`config.mk`:
```
export PLATFORM = sky130hd
export DESIGN_NAME = alarm_controller_flat
export DESIGN_NICKNAME = d
export VERILOG_FILES = /design/src/rtl/alarm_controller_pkg.sv /design/src/rtl/alarm_controller_if.sv /design/src/rtl/alarm_controller_sec_downcounter.sv /design/src/rtl/alarm_controller.sv /design/src/flat_wrapper.sv
export SDC_FILE = /design/constraint.sdc
export NUM_CORES = 1
export LEC_CHECK = 0
export ABC_AREA = 1
export CAP_MARGIN = 20
export CELL_PAD_IN_SITES_DETAIL_PLACEMENT = 2
export CELL_PAD_IN_SITES_GLOBAL_PLACEMENT = 2
export CORE_AREA = 2 2 113 115
export CTS_BUF_LIST = sky130_fd_sc_hd__clkbuf_16
export CTS_CLUSTER_DIAMETER = 30
export DETAILED_ROUTE_END_ITERATION = 8
export DIE_AREA = 0 0 115 117
export PLACE_DENSITY_LB_ADDON = 0.1
export RECOVER_POWER = 100
export SLEW_MARGIN = 20
export SYNTH_ARGS = -nofsm -noshare
export SYNTH_HDL_FRONTEND = slang
export SYNTH_SLANG_ARGS = --single-unit
```
`constraint.sdc`:
```
create_clock -name clk -period 2.1 [get_ports clk]
set_input_delay 0.21 -clock clk [delete_from_list [all_inputs] [get_ports clk]]
set_output_delay 0.21 -clock clk [all_outputs]
set_load 0.01 [all_outputs]
```
`src/rtl/alarm_controller_pkg.sv`:
```
// Shared types and constants for the alarm controller and its passcode block.
package alarm_controller_pkg;

  typedef enum logic [2:0] {
    STATE_IDLE    = 3'd0,
    STATE_ARMING  = 3'd1,
    STATE_SET     = 3'd2,
    STATE_TRIGGER = 3'd3,
    STATE_ALARM   = 3'd4
  } fsm_state_t;

  // Passcode block state value meaning "no digits accepted yet".
  localparam logic [2:0] PC_IDLE = 3'd0;

endpackage

```
`src/rtl/alarm_controller_if.sv`:
```
// Link between the alarm controller (master) and the passcode block (slave).
interface alarm_controller_if;
  import alarm_controller_pkg::*;

  logic       passcode_correct;
  logic [2:0] passcode_state;
  fsm_state_t system_state;
  logic [7:0] timer;

  modport master (
    input  passcode_correct,
    input  passcode_state,
    output system_state,
    output timer
  );

  modport slave (
    output passcode_correct,
    output passcode_state,
    input  system_state,
    input  timer
  );

endinterface

```
`src/rtl/alarm_controller_sec_downcounter.sv`:
```
// Seconds down-counter: a CLK_HZ prescaler feeding an 8-bit saturating
// counter. expire flags the tick on which the count leaves 1.
module sec_downcounter #(
  parameter int         CLK_HZ    = 50_000_000,
  parameter logic [7:0] RESET_VAL = 8'd0
) (
  input  logic       clk,
  input  logic       rst_n,
  input  logic       load,
  input  logic [7:0] load_val,
  input  logic       en,
  output logic [7:0] count,
  output logic       expire
);

  localparam int PW = (CLK_HZ > 1) ? $clog2(CLK_HZ) : 1;
  localparam logic [PW-1:0] PRESC_MAX = PW'(CLK_HZ - 1);

  logic [PW-1:0] presc_r;
  logic [7:0]    count_r;
  logic          tick_s;

  assign tick_s = en && (presc_r == PRESC_MAX);
  assign count  = count_r;
  assign expire = tick_s && (count_r == 8'd1);

  // Prescaler and seconds count; load restarts the second boundary.
  always_ff @(posedge clk) begin
    if (!rst_n) begin
      presc_r <= '0;
      count_r <= RESET_VAL;
    end else if (load) begin
      presc_r <= '0;
      count_r <= load_val;
    end else if (tick_s) begin
      presc_r <= '0;
      if (count_r != 8'd0) begin
        count_r <= count_r - 8'd1;
      end else begin
        count_r <= 8'd0;
      end
    end else if (en) begin
      presc_r <= presc_r + PW'(1);
      count_r <= count_r;
    end else begin
      presc_r <= presc_r;
      count_r <= count_r;
    end
  end

endmodule

```
`src/rtl/alarm_controller.sv`:
```
// Alarm-system sequencer: arming exit delay, sensor entry delay, siren with
// auto-rearm, disarm on a correct passcode, and the passcode entry timer.
module alarm_controller
  import alarm_controller_pkg::*;
#(
  parameter int CLK_HZ  = 50_000_000,
  parameter int EXIT_S  = 10,
  parameter int ENTRY_S = 15,
  parameter int ALARM_S = 60,
  parameter int DIGIT_S = 5
) (
  input  logic                      clk,
  input  logic                      rst_n,
  input  logic                      arm_btn_n,
  input  logic                      sensor,
  output logic [7:0]                countdown,
  output logic                      siren,
  output logic                      armed_led,
  alarm_controller_if.master        bus
);

  localparam logic [7:0] DIGIT_V = 8'(DIGIT_S);

  fsm_state_t state_r;
  fsm_state_t state_next_s;
  logic       btn_r;
  logic       btn_prev_r;
  logic       arm_pulse_s;
  logic       sensor_meta_r;
  logic       sensor_sync_r;
  logic [2:0] pc_prev_r;
  logic       siren_r;
  logic       armed_led_r;
  logic       phase_load_s;
  logic [7:0] phase_len_s;
  logic       phase_expire_s;
  logic       timer_load_s;
  logic [7:0] timer_s;

  // Duration in seconds of each timed phase; untimed states read 0.
  function automatic logic [7:0] phase_len(input fsm_state_t s);
    case (s)
      STATE_ARMING:  phase_len = 8'(EXIT_S);
      STATE_TRIGGER: phase_len = 8'(ENTRY_S);
      STATE_ALARM:   phase_len = 8'(ALARM_S);
      default:       phase_len = 8'd0;
    endcase
  endfunction

  // Register the inverted button, keep its previous value for edge detection,
  // and pass the asynchronous sensor through two flops.
  always_ff @(posedge clk) begin
    if (!rst_n) begin
      btn_r         <= 1'b0;
      btn_prev_r    <= 1'b0;
      sensor_meta_r <= 1'b0;
      sensor_sync_r <= 1'b0;
      pc_prev_r     <= PC_IDLE;
    end else begin
      btn_r         <= ~arm_btn_n;
      btn_prev_r    <= btn_r;
      sensor_meta_r <= sensor;
      sensor_sync_r <= sensor_meta_r;
      pc_prev_r     <= bus.passcode_state;
    end
  end

  assign arm_pulse_s = btn_r & ~btn_prev_r;

  // Next-state decision; a correct passcode outranks sensor and expiry.
  always_comb begin
    state_next_s = state_r;
    case (state_r)
      STATE_IDLE: begin
        if (arm_pulse_s) state_next_s = STATE_ARMING;
        else             state_next_s = STATE_IDLE;
      end
      STATE_ARMING: begin
        if (arm_pulse_s)         state_next_s = STATE_IDLE;
        else if (phase_expire_s) state_next_s = STATE_SET;
        else                     state_next_s = STATE_ARMING;
      end
      STATE_SET: begin
        if (bus.passcode_correct) state_next_s = STATE_IDLE;
        else if (sensor_sync_r)   state_next_s = STATE_TRIGGER;
        else                      state_next_s = STATE_SET;
      end
      STATE_TRIGGER: begin
        if (bus.passcode_correct) state_next_s = STATE_IDLE;
        else if (phase_expire_s)  state_next_s = STATE_ALARM;
        else                      state_next_s = STATE_TRIGGER;
      end
      STATE_ALARM: begin
        if (phase_expire_s) state_next_s = STATE_SET;
        else                state_next_s = STATE_ALARM;
      end
      default: state_next_s = STATE_IDLE;
    endcase
  end

  // State register plus Moore outputs registered alongside it.
  always_ff @(posedge clk) begin
    if (!rst_n) begin
      state_r     <= STATE_IDLE;
      siren_r     <= 1'b0;
      armed_led_r <= 1'b0;
    end else begin
      state_r     <= state_next_s;
      siren_r     <= (state_next_s == STATE_ALARM);
      armed_led_r <= (state_next_s == STATE_SET) ||
                     (state_next_s == STATE_TRIGGER) ||
                     (state_next_s == STATE_ALARM);
    end
  end

  // Any state change reloads the phase counter with the new phase length.
  assign phase_load_s = (state_next_s != state_r);
  assign phase_len_s  = phase_len(state_next_s);

  sec_downcounter #(
    .CLK_HZ    (CLK_HZ),
    .RESET_VAL (8'd0)
  ) u_phase (
    .clk      (clk),
    .rst_n    (rst_n),
    .load     (phase_load_s),
    .load_val (phase_len_s),
    .en       (1'b1),
    .count    (countdown),
    .expire   (phase_expire_s)
  );

  // Entry window restarts whenever the passcode block is idle or advances.
  assign timer_load_s = (bus.passcode_state == PC_IDLE) ||
                        (bus.passcode_state != pc_prev_r);

  sec_downcounter #(
    .CLK_HZ    (CLK_HZ),
    .RESET_VAL (DIGIT_V)
  ) u_timer (
    .clk      (clk),
    .rst_n    (rst_n),
    .load     (timer_load_s),
    .load_val (DIGIT_V),
    .en       (1'b1),
    .count    (timer_s),
    .expire   ()
  );

  assign bus.system_state = state_r;
  assign bus.timer        = timer_s;
  assign siren            = siren_r;
  assign armed_led        = armed_led_r;

endmodule

```
`src/flat_wrapper.sv`:
```
// flat-port wrapper written by rule: the top's interface ports become plain ports
module alarm_controller_flat import alarm_controller_pkg::*;
#(
  parameter int CLK_HZ  = 50_000_000,
  parameter int EXIT_S  = 10,
  parameter int ENTRY_S = 15,
  parameter int ALARM_S = 60,
  parameter int DIGIT_S = 5
)
  (clk, rst_n, arm_btn_n, sensor, countdown, siren, armed_led, bus_passcode_correct, bus_passcode_state, bus_system_state, bus_timer);
  alarm_controller_if bus_i ();
  input  logic clk;
  input  logic rst_n;
  input  logic arm_btn_n;
  input  logic sensor;
  output logic [7:0] countdown;
  output logic siren;
  output logic armed_led;
  input wire logic [$bits(bus_i.passcode_correct)-1:0] bus_passcode_correct;
  input wire logic [$bits(bus_i.passcode_state)-1:0] bus_passcode_state;
  output wire logic [$bits(bus_i.system_state)-1:0] bus_system_state;
  output wire logic [$bits(bus_i.timer)-1:0] bus_timer;
  assign bus_i.passcode_correct = bus_passcode_correct;
  assign bus_i.passcode_state = bus_passcode_state;
  assign bus_system_state = bus_i.system_state;
  assign bus_timer = bus_i.timer;
  alarm_controller #(.CLK_HZ(CLK_HZ), .EXIT_S(EXIT_S), .ENTRY_S(ENTRY_S), .ALARM_S(ALARM_S), .DIGIT_S(DIGIT_S)) u_core (.clk(clk), .rst_n(rst_n), .arm_btn_n(arm_btn_n), .sensor(sensor), .countdown(countdown), .siren(siren), .armed_led(armed_led), .bus(bus_i));
endmodule
```
Yosys cells after proc, flatten, opt, wreduce, memory -nomap -nowiden. Cells that the tools add are included.

Logic and storage cells: 59. Output and inout port bits: 21. Register bits after elaboration: 80. Bits of input ports: 8.

$add $sub $neg: 4. Muxes and demuxes: 14. Eq/ne operators: 13. Reduce and logical (&&, ||, !) cells: 12. Bitwise logic cells: 4.

Operators with widths (number): adder 26 x 1 -> 26 bit, second input constant (2); equality test 26 bit, second input constant (2); two-way mux 8 bit (4); one-hot mux 6 bit (3 select lines) (1); nonzero test 8 bit (2); subtractor 8 x 1 -> 8 bit, second input constant (2); two-way mux 3 bit (5); one-hot mux 3 bit (5 select lines) (1); equality test 3 x 2 -> 1 bit, second input constant (4); equality test 8 x 1 -> 1 bit, second input constant (1); equality test 3 x 1 -> 1 bit, second input constant (2); equality test 3 bit, second input constant (2); zero test 3 bit (2); inequality test 3 bit (2); OR reduction 3 bit (2); logical OR 1 bit (3); NOT 1 bit (3); two-way mux 1 bit (2); two-way mux 2 bit (1); nonzero test 2 bit (1); OR reduction 2 bit (1); bitwise AND 1 bit (1); logical AND 1 bit (1).

Depth between registers and ports, before layout.
Word-level depth: 8. Depth in mapped cells: 15. Gate-level depth less buffers: 14.

By module. Synthesis repeated with hierarchy kept, for this count alone.

Cells, all modules: 746. Area, all modules: 4767.1 sq um.

Modules (own cells, without submodules): sec_downcounter at u_core.u_timer (times used 1, cells an instance 322, area each 2123.3 sq um, seq. area each 680.7 sq um); sec_downcounter at u_core.u_phase (times used 1, cells an instance 333, area each 2053.2 sq um, seq. area each 680.7 sq um); alarm_controller (times used 1, cells an instance 91, area each 590.6 sq um, seq. area each 240.2 sq um).

Least setup slack after synthesis. Ideal clock, no wire load.

Kind: register to register. From: register u_core.u_phase.presc_r[0]. To: register u_core.u_phase.presc_r[13]. Path slack: 235 ps. Stages on the path, launching flop included: 15. Setup time: 66 ps. Path buffers: 1. Required time: 2034 ps. Arrival time: 1799 ps. Period minus slack after synthesis: 1865 ps. Cell sequence: dfxtp_1 ha_1 nand2_1 nor2_2 inv_2 nor2_1 nand4_1 nand3_2 nand2_2 nand2_4 nand3_4 inv_2 nand2_4 buf_6 a21oi_2.

Word-level cells in the longest chain between the ends: 7. Elaborated cells between the ends (all ways): 11. Those cells by class: 1 x add/sub; 2 x eq/ne; 6 x mux; 2 x reduce/logical.

Ends and longest elaborated chain: start, declared (RTL line alarm_controller_sec_downcounter.sv:19) `logic [PW-1:0] presc_r;`; start signal, assigned (RTL line alarm_controller_sec_downcounter.sv:43) `presc_r <= presc_r + PW'(1);`; start signal, assigned (RTL line alarm_controller_sec_downcounter.sv:46) `presc_r <= presc_r;`; equality test 26 bit (RTL line alarm_controller_sec_downcounter.sv:23) `assign tick_s = en && (presc_r == PRESC_MAX);`; logical AND 1 bit (RTL line alarm_controller_sec_downcounter.sv:25) `assign expire = tick_s && (count_r == 8'd1);`; two-way mux 3 bit / two-way mux 2 bit (equally long branches) (RTL line alarm_controller.sv:90, alarm_controller.sv:80); two-way mux 3 bit (on tied branches) (RTL line alarm_controller.sv:89, alarm_controller.sv:79); one-hot mux 3 bit (5 select lines) (RTL line alarm_controller.sv:73) `case (state_r)`; inequality test 3 bit (RTL line alarm_controller.sv:117) `assign phase_load_s = (state_next_s != state_r);`; OR reduction 3 bit (no source line).

Several ways; a longest one is shown, not always the timed one. A chain may end at the register's enable or synchronous reset.

Worst setup path in the final report.
From: register u_core.u_phase.presc_r[17]. To: register u_core.u_phase.count_r[2] (netlist: u_core.u_phase.count[2]).

Word-level cells in the longest chain between the ends: 8. Elaborated cells between the ends (all ways): 15. Those cells by class: 5 x eq/ne; 8 x mux; 2 x reduce/logical.

Ends and longest elaborated chain: equality test 26 bit (*) (RTL line alarm_controller_sec_downcounter.sv:23); logical AND 1 bit (RTL line alarm_controller_sec_downcounter.sv:25); two-way mux 3 bit / two-way mux 2 bit (equally long branches) (RTL line alarm_controller.sv:90, alarm_controller.sv:80); two-way mux 3 bit (on tied branches) (RTL line alarm_controller.sv:89, alarm_controller.sv:79); one-hot mux 3 bit (5 select lines) (RTL line alarm_controller.sv:73); equality test 3 bit (tied with other cells) (RTL line alarm_controller.sv:42) `case (s)`; one-hot mux 6 bit (3 select lines) (RTL line alarm_controller.sv:42); two-way mux 8 bit (RTL line alarm_controller_sec_downcounter.sv:32) `end else if (load) begin`; end signal, assigned (RTL line alarm_controller_sec_downcounter.sv:34) `count_r <= load_val;`; end signal, assigned (RTL line alarm_controller_sec_downcounter.sv:38) `count_r <= count_r - 8'd1;`; end signal, assigned (RTL line alarm_controller_sec_downcounter.sv:44) `count_r <= count_r;`; end, declared (RTL line alarm_controller_sec_downcounter.sv:20) `logic [7:0] count_r;`.

Mark *: on every way between the ends. The rest lies on a longest branch, timed or not.

==> impl_results.md <==
* First-pass GRT wire length at 20,400 µm
* Die span in y at 117 µm
* Max Clock Skew at 0.00353 ns
* Dpl hpwl at 9000 µm
* Finished Core Util at 43.3%
* Max Root-Sink Buffers at 2
* DR WL/cell at 15.2 µm
* FP Rows at 41
* Dpl ws at -0.0869 ns
* Sink Count at 80
* Synthesized net count at 580
* Synthesized flop and latch total at 80
* Share of layout cells above drive strength 1 at 20.4%
* Combinational Power Share at 9.0%
* CTS root buffer: clkbuf_16
* Worst hold start: arm_btn_n
* CP startpoint kind: register
* Flop pwr share at 43.3%
* Post-route DRC violation count at 0
* Core ar. at 12,300 µm²
* Layout area overhead at 32.0%
* Clock share of power at 47.7%
* Ys flop type: dfxtp_1
* Hold path cells at 2
* Synth cell types at 38
* Power density over cell area at 675 nW/µm²
* Io pins at 29
* Pin count of the biggest net entering global routing at 18
* GRT Resource Usage Total at 19.1%
* Outcome: completed
* Critical path class: reg -> reg
* Worst Setup SP: u_core.u_phase.presc_r[17]$_SDFF_PP0_
* Reg2Reg Depth at 13
* Ys async rst share at 0%
* DR pass1 iterations at 4
* Yosys top cell by area: dfxtp_1
* Worst-Margin Slew at 0.874 ns
* Global route overflow at 0
* Synth top area share at 39.6%
* Initial antenna violation count at 0
* Clock slew at reported path FFs at 0.06 ns
* DR iter-0 viols at 139
* Psw at 875 µW
* Hold path endpoint: u_core.btn_r$_SDFF_PN0_
* Number of flops mapped to enable cells by yosys at 0
* Critical-path maximum fanout at 9
* Die ar. at 13,500 µm²
* Reg-to-reg slack, setup at 0.1 ns
* Hold Path Class: in -> reg
* Synth area leaders: dfxtp_1, nand2_1, nor2_1
* Nets at 660
* Final Cycle Share at 95.3%
* Port bufs at 28
* GP Congestion at 0.830
* Final WL at 12,200 µm
* Sw frac at 24.3%
* Htree depth at 3
* Peak VDD IR at 0.390 mV
* Static Leak at 2.06 nW
* Mapped cell area at 4040 µm²
* Initial Util at 32.8%
* CTS tree: built
* Worst skew pair latency at 0.35 ns
* Placed Instances at 775
* ANT nets after route at 0
* Element type at the critical path end: register
* Worst reg2reg path endpoint: u_core.u_phase.count[2]$_SDFFE_PN0P_
* Syn avg cell area at 7.14 µm²
* Post-Syn Instances at 566
* Routed vias/inst at 5.05
* CTS Buf Count at 9
* RSZ-0062 raised after global routing: yes
* Setup-failing EPs final at 0
* Via count at 4,047
* Synth warn at 0
* Post-synth top cells: nand2_1, nor2_1, dfxtp_1, inv_1, nand3_1
* FMAX at 500 MHz
* Final std cells w/o fill at 801
* Setup ws final at 0.0987 ns
* Most frequent cell after synthesis: nand2_1
* Max-slew headroom at 41.7%
* Critical Path AT at 2.24 ns
* Die width at 115 µm
* Max capacitance violation total at 0
* Sequential area share after synthesis at 39.6%
* WP data required at 2.34 ns
* Int Pwr at 2.73 mW
* Vias in the first global route at 4,279
* Diodes inserted at 0
* Period minus WS final at 2.00 ns
* Slew Limit Fails at 0
* WHS at 0.381 ns
* Fin. Hold Viols at 0
* R2R Path Start: u_core.u_phase.presc_r[17]$_SDFF_PP0_
==> final cells by class <==
class,instances,area (µm²)
fill,1448,6980
multi-input combinational,403,2250
sequential,80,1610
timing repair buffer,75,671
inverter,77,292
clock buffer,9,225
tap,150,188
clock inverter,7,93.8
==> power groups by stage <==
stage                     registers, mW  logic [mW]  clock network, mW
final                              1.56       0.326               1.72
after global placement             1.59       0.311                  0
after detailed placement           1.59       0.320                  0
after floorplan                    1.59       0.181                  0
after global routing               1.56       0.370               1.83
after CTS                          1.56       0.327               1.77
==> cells by family after synthesis <==
kind of cell,share of synthesized area [%]
adder cells (fa/ha/maj),1.86
flip-flops,39.6
XOR/XNOR,6.07
AO/OA/AOI/OAI,8.05
buffers and inverters,8.17
AND/OR/NAND/NOR,36.2
==> registers in the layout (all words and copies together), names as in the netlist <==
name	count
u_core.u_timer.presc_r	26
u_core.u_phase.presc_r	26
u_core.siren	1
u_core.sensor_sync_r	1
u_core.btn_r	1
u_core.btn_prev_r	1
u_core.armed_led	1
u_core.sensor_meta_r	1
u_core.u_timer.count	8
u_core.bus.system_state	3
u_core.u_phase.count	8
u_core.pc_prev_r	3
==> placed cells by master (no fill, tap or decap), drive strengths merged <==
cell type	netlist	routed
or2	8	8
dfxtp	80	80
nor4	5	5
nor3	28	28
nor2	102	102
clkbuf	1	10
xor2	17	17
clkinv	0	2
dlygate4sd3	0	13
nand4	25	25
a21oi	28	28
o21ai	21	21
o31ai	1	1
o41ai	1	1
o211ai	1	1
buf	5	46
a31oi	1	1
o311ai	1	1
and3	1	1
o21a	2	2
nor3b	4	4
a21boi	1	1
nand2	100	100
clkdlybuf4s50	0	15
or3	1	1
ha	6	6
inv	77	79
nand3	38	38
bufinv	0	2
clkinvlp	0	1
xnor2	11	11
==> timing repair <==
item / in CTS / in global routing
hold buffers: 0 / 0
gates resized for setup: 7 / 40
pin swaps: 3 / 18
cloned: 0 / 0
setup endpoints to repair: 31 / 67
buffers inserted: 2 / 8
==> per-stage QoR <==
| stage | power (mW) | TNS [ns] | instance area, µm² |
|---|---|---|---|
| detailed placement | 1.91 | -0.420 | 4780 |
| global placement | 1.90 | 0 | 4780 |
| floorplan | 1.78 | 0 | 4040 |
| CTS | 3.66 | 0 | 5140 |
| finish | 3.60 | 0 | 5340 |
| global route | 3.76 | -0.649 | 5340 |
==> metal layers <==
metal | up-vias | part of all wire [%] | GRT usage (%) | wire, µm
li1 | 1995 | - | - | -
met1 | 2002 | 46 | 23.8 | 5640
met2 | 39 | 50 | 33.2 | 6060
met3 | 11 | 2.5 | 3.14 | 306
met5 | - | 0 | 0 | 0
met4 | 0 | 1.5 | 7.23 | 184
==> critical path, stage by stage (launching register included) <==
cell and delay [ns]:
dfxtp_1 0.35, inv_2 0.06, nor2_1 0.19, nand3_1 0.16, nor2_4 0.16, nand4_1 0.17, buf_4 0.19, nand4_2 0.10
nand2_4 0.07, buf_6 0.13, nand3_1 0.07, nand3_1 0.07, nor2_1 0.13, nor2_1 0.05
==> worst max-delay path by stage <==
stage / endpoint / slack (ns) / cells past startpoint
floorplan: u_core.u_phase.presc_r[13]$_SDFF_PP0_ / 0.23 / 14
global placement: u_core.u_phase.presc_r[22]$_SDFF_PP0_ / 0.05 / 12
detailed placement: u_core.u_phase.presc_r[2]$_SDFF_PP0_ / -0.09 / 14
CTS: u_core.u_phase.count[2]$_SDFFE_PN0P_ / 0.02 / 14
global route: u_core.u_phase.presc_r[24]$_SDFF_PP0_ / -0.06 / 12
finish: u_core.u_phase.count[2]$_SDFFE_PN0P_ / 0.1 / 13
Power figures use the tool's default switching activity.
